--- src/rtl/rx_defs.sv ---
// rx_defs: sync-header constants, lock FSM states and header check shared by the RX path
package rx_defs;
   localparam logic [1:0] HDR_DATA = 2'b01;
   localparam logic [1:0] HDR_CTRL = 2'b10;
   typedef enum logic [1:0] {ST_HUNT, ST_WAIT, ST_LOCKED} state_t;
   function automatic logic is_good_hdr(input logic [1:0] hdr);
      return hdr == HDR_DATA || hdr == HDR_CTRL;
   endfunction
endpackage

--- src/rtl/rx_sat_counter.sv ---
// rx_sat_counter: up-counter with synchronous clear that sticks at all-ones
module rx_sat_counter #(
   parameter int W = 16
) (
   input  logic         USER_CLK,
   input  logic         SYSTEM_RESET_N,
   input  logic         clr,
   input  logic         inc,
   output logic [W-1:0] count
);
   always_ff @(posedge USER_CLK) begin
      if (!SYSTEM_RESET_N || clr) count <= '0;
      else if (inc && count != {W{1'b1}}) count <= count + 1'b1;
   end
endmodule

--- src/rtl/rx_word_lock.sv ---
// rx_word_lock: sync-header word alignment with gearbox slip control and lock monitoring
module rx_word_lock
   import rx_defs::*;
#(
   parameter int LOCK_COUNT = 64,
   parameter int WINDOW     = 64,
   parameter int ERR_LIMIT  = 16,
   parameter int SLIP_WAIT  = 32
) (
   input  logic        USER_CLK,
   input  logic        SYSTEM_RESET_N,
   input  logic [1:0]  HEADER_IN,
   input  logic        HEADER_IN_VALID,
   input  logic        ERR_CLR,
   output logic        SLIP,
   output logic        WORD_LOCK,
   output logic        LOCK_LOST,
   output logic        DATA_EN,
   output logic [15:0] ERR_COUNT
);
   state_t     state;
   logic [7:0] good_cnt, win_cnt, err_cnt, wait_cnt;
   logic       good;
   assign good    = is_good_hdr(HEADER_IN);
   assign DATA_EN = HEADER_IN_VALID && WORD_LOCK;
   always_ff @(posedge USER_CLK) begin
      if (!SYSTEM_RESET_N) begin
         state     <= ST_HUNT;
         good_cnt  <= '0;
         win_cnt   <= '0;
         err_cnt   <= '0;
         wait_cnt  <= '0;
         SLIP      <= 1'b0;
         WORD_LOCK <= 1'b0;
         LOCK_LOST <= 1'b0;
      end else begin
         SLIP      <= 1'b0;
         LOCK_LOST <= 1'b0;
         case (state)
            ST_HUNT: if (HEADER_IN_VALID) begin
               if (!good) begin
                  SLIP     <= 1'b1;
                  good_cnt <= '0;
                  wait_cnt <= '0;
                  state    <= ST_WAIT;
               end else if (good_cnt + 8'd1 == 8'(LOCK_COUNT)) begin
                  WORD_LOCK <= 1'b1;
                  good_cnt  <= '0;
                  win_cnt   <= '0;
                  err_cnt   <= '0;
                  state     <= ST_LOCKED;
               end else good_cnt <= good_cnt + 8'd1;
            end
            // gearbox settle time counts raw cycles, gaps included
            ST_WAIT: if (wait_cnt + 8'd1 == 8'(SLIP_WAIT)) begin
               good_cnt <= '0;
               wait_cnt <= '0;
               state    <= ST_HUNT;
            end else wait_cnt <= wait_cnt + 8'd1;
            ST_LOCKED: if (HEADER_IN_VALID) begin
               if (!good && err_cnt + 8'd1 == 8'(ERR_LIMIT)) begin
                  WORD_LOCK <= 1'b0;
                  LOCK_LOST <= 1'b1;
                  SLIP      <= 1'b1;
                  wait_cnt  <= '0;
                  state     <= ST_WAIT;
               end else if (win_cnt + 8'd1 == 8'(WINDOW)) begin
                  win_cnt <= '0;
                  err_cnt <= '0;
               end else begin
                  win_cnt <= win_cnt + 8'd1;
                  err_cnt <= err_cnt + {7'd0, !good};
               end
            end
            default: state <= ST_HUNT;
         endcase
      end
   end
   rx_sat_counter #(.W(16)) u_err_count (
      .USER_CLK       (USER_CLK),
      .SYSTEM_RESET_N (SYSTEM_RESET_N),
      .clr            (ERR_CLR),
      .inc            (state == ST_LOCKED && HEADER_IN_VALID && !good),
      .count          (ERR_COUNT)
   );
endmodule

--- config.mk ---
export PLATFORM = sky130hd
export DESIGN_NAME = rx_word_lock
export DESIGN_NICKNAME = d
export VERILOG_FILES = /design/src/rtl/rx_defs.sv /design/src/rtl/rx_sat_counter.sv /design/src/rtl/rx_word_lock.sv
export SDC_FILE = /design/constraint.sdc
export NUM_CORES = 1
export LEC_CHECK = 0
export BUFFER_PORTS_ARGS = -buffer_cell sky130_fd_sc_hd__buf_2
export CORE_ASPECT_RATIO = 2
export CORE_MARGIN = 3
export CORE_UTILIZATION = 30
export DETAILED_ROUTE_END_ITERATION = 8
export PLACE_DENSITY_LB_ADDON = 0.2
export REMOVE_ABC_BUFFERS = 1
export SLEW_MARGIN = 20
export SYNTH_ARGS = -nofsm -noshare
export SYNTH_HDL_FRONTEND = slang
export SYNTH_HIERARCHICAL = 1
export SYNTH_SLANG_ARGS = --single-unit
--- constraint.sdc ---
create_clock -name USER_CLK -period 5.8 [get_ports USER_CLK]
set_input_delay 1.16 -clock USER_CLK [delete_from_list [all_inputs] [get_ports USER_CLK]]
set_output_delay 1.16 -clock USER_CLK [all_outputs]
set_load 0.005 [all_outputs]
==> results.cfg <==
[pwr]
total_power_mw = 0.730
p_sw_mw = 0.178
leakage_nw = 1.27
seq_power_share_pct = 50.8
clkPwrFrac_pct = 42.8
peakVddDrop_mv = 0.0946
p_per_area_nw_per_um2 = 205
internal_power_mw = 0.552
comb_power_share_pct = 6.4
swShare_pct = 24.4

[critical_path]
worstSetupPathType = input pin to register
cp_max_fo = 9
arrival_ps = 3070
crit_chain = buf_2 > xor2_2 > clkinv_4 > nand4_2 > nor4b_4 > or2_1 > a21oi_4 > a32o_1
worstPathRequired_ps = 6000
cp_top_family = simple AND/OR/NAND/NOR gates
start_kind = input pin
cp-startpoint = HEADER_IN[1]
critical-path-max-stage-delay_ps = 530
critPathBufInv = 2
rr_startpoint = state[1]
critPathCaptureType = register
cp_slowest_cell = nor4b_4

[die]
num_io_pins = 26
die_x_um = 79.1
start_util_pct = 31.2
die_y_um = 152
coreArea_um2 = 10300
die_area_um2 = 12000
placementRows = 52

[placed_design]
hpwl_mm = 6.11
pre_cts_slack_ps = 2610
placedCellCount = 515
place_congestion = 0.816
numPortBuffers = 25

[synth]
async_flop_share_pct = 0
synthFlopType = dfxtp_1
synth_area_um2 = 3200
yosysUniqueCellTypes = 71
synth_edf_count = 0
seq_area_frac_synth_pct = 33.1
ys_seq_elements = 53
avgSynthCellArea_um2 = 8.59
yosys_warnings = 6
synth_cells = 373

[clock_network]
cts_resized = 0
h-tree-depth = 2
cts-root-buf = clkbuf_16
cts_buffers = 5
cts_setup_buffers = 0
cts_tree = yes
cts.sinks = 53
ctsHoldBuffers = 0
clk_pin_slew_worst_paths_ps = 70
clock_latency_ps = 300
max-clock-path-buffers = 2

[route]
detail_route.first_pass.iterations = 6
via_per_inst = 5.63
drtAntennaViolNets = 0
drc = 0
wire_per_inst_um = 15.8
drt-total-wl_mm = 8.28
drt_iter0_markers = 202
vias = 2945

[run_status]
status = finished, final reports clean

[final_layout]
fin_cells = 523
final_cell_mix = dfxtp_1, nand2_1, nor2_1
synthToLayoutAreaGrowth_pct = 10.9
layout-drive-gt1-share_pct = 15.5
layout_commonest_cell = dfxtp_1
num-nets-final = 400
n_antenna_cell = 0

[global_routing]
first_global_vias = 2778
grt_max_degree = 29
antenna_found_initial = 0
grt.overflow.total = 0
grt.total_usage_pct = 13.9
grt_pass1_wl_mm = 13.5

[timing]
worst_pin_slew_ps = 876
finalHoldViolations = 0
period_share_pct = 49.6
setup_violations = 0
fin_hold_ws_ps = 474
fin_ws_ps = 2920
drv_slew = 0
skew_ps = 10.2
rsz0062_at_grt = no
period_minus_slack_ps = 2880
relSlewSlack_pct = 41.5
fmax_ghz = 0.348
setup_tns_ps = 0

[job]
cap_violations = 0

[min_path]
hold_path_class = register to register
holdCritStartpoint = good_cnt[6]
[logic make-up (layout without fill, tap and decap cells)]
group / after synthesis / count (layout) / share of synthesized area, %
fa+ha+maj: 7 / 7 / 2.73
xor+xnor: 6 / 6 / 1.87
flops: 53 / 53 / 33.1
simple gates: 162 / 162 / 30.6
buf+inv: 31 / 46 / 4.72
compound gates: 114 / 114 / 27.0
[routing by layer]
layer	vias to the layer above	track usage (%)	wire length [um]
met5	-	0	0
met4	0	6.64	227
met3	17	2.07	216
met2	56	26.4	4550
met1	1404	14.4	3290
li1	1468	-	-
[tightest hold or removal path, cell delays in order, from the launching register on]
cell and delay (ps):
dfxtp_1 330, nand2_1 60, a21oi_1 50
[registers in the layout (all words and copies together), names as in the netlist]
signal,count
u_err_count/count,16
err_cnt,8
good_cnt,8
wait_cnt,8
win_cnt,8
state,2
LOCK_LOST,1
SLIP,1
WORD_LOCK,1
[layout make-up]
class                           instances  area (um^2)
Fill cell                            1126         6730
Clock buffer                            6          139
Timing Repair Buffer                   25          125
Tap cell                              135          169
Inverter                               13         53.8
Clock inverter                          2         13.8
Multi-Input combinational cell        289         1990
Sequential cell                        53         1060
[Yosys cell counts (3+ instances only)]
cell       n  share of area, %
o311ai_1   3              0.82
a21oi_1   19               3.0
nor3_1     6              0.94
o41ai_1    3              0.82
a31o_1     3              0.82
o22ai_1    8               1.6
or3_1     10               2.0
a31oi_1   11               2.1
nand4_2    4               1.6
or4_1      4              0.94
buf_2      6              0.94
a22oi_1    3              0.70
o31ai_1    6               1.4
nor3b_1    6               1.4
o21a_1     3              0.70
and2_1     4              0.78
a32o_1     7               2.2
xnor2_1    3              0.82
dfxtp_1   53                33
inv_1     12               1.4
nand2_1   29               3.4
buf_6      3               1.1
nand3_1   21               3.3
o21ai_1    9               1.4
a211o_1    6               1.6
nand4_1   10               2.0
and4_1     4               1.1
o21ai_0   10               1.6
clkbuf_1   7              0.82
ha_1       7               2.7
nor4_1     3              0.59
nor2_1    26               3.0
nand2b_1   4              0.78
nor2b_1    4              0.78
and3_1    10               2.0
[through the flow]
stage | util (%) | instance area, um^2
final | 34.6 | 3550
after global routing | 34.6 | 3550
after detailed placement | 33.1 | 3400
after global placement | 33.1 | 3400
after CTS | 34.6 | 3550
after floorplan | - | 3110
[worst paths after layout]
check	endpoint	cells past startpoint	slack [ps]
hold / removal	good_cnt[6]	2	470
hold reg to reg	good_cnt[6]	2	470
setup reg to reg	u_err_count/count[15]	7	3040
setup / recovery	err_cnt[7]	8	2920
[power groups by stage]
stage	clock network (mW)	registers, mW	logic, mW
4_1_cts	0.328	0.370	0.0472
2_1_floorplan	0	0.378	0.0296
3_3_place_gp	0	0.379	0.0469
3_5_place_dp	0	0.379	0.0472
5_1_grt	0.339	0.371	0.0521
6_report	0.313	0.370	0.0468
Note: power is estimated with default switching activity, not from simulation.
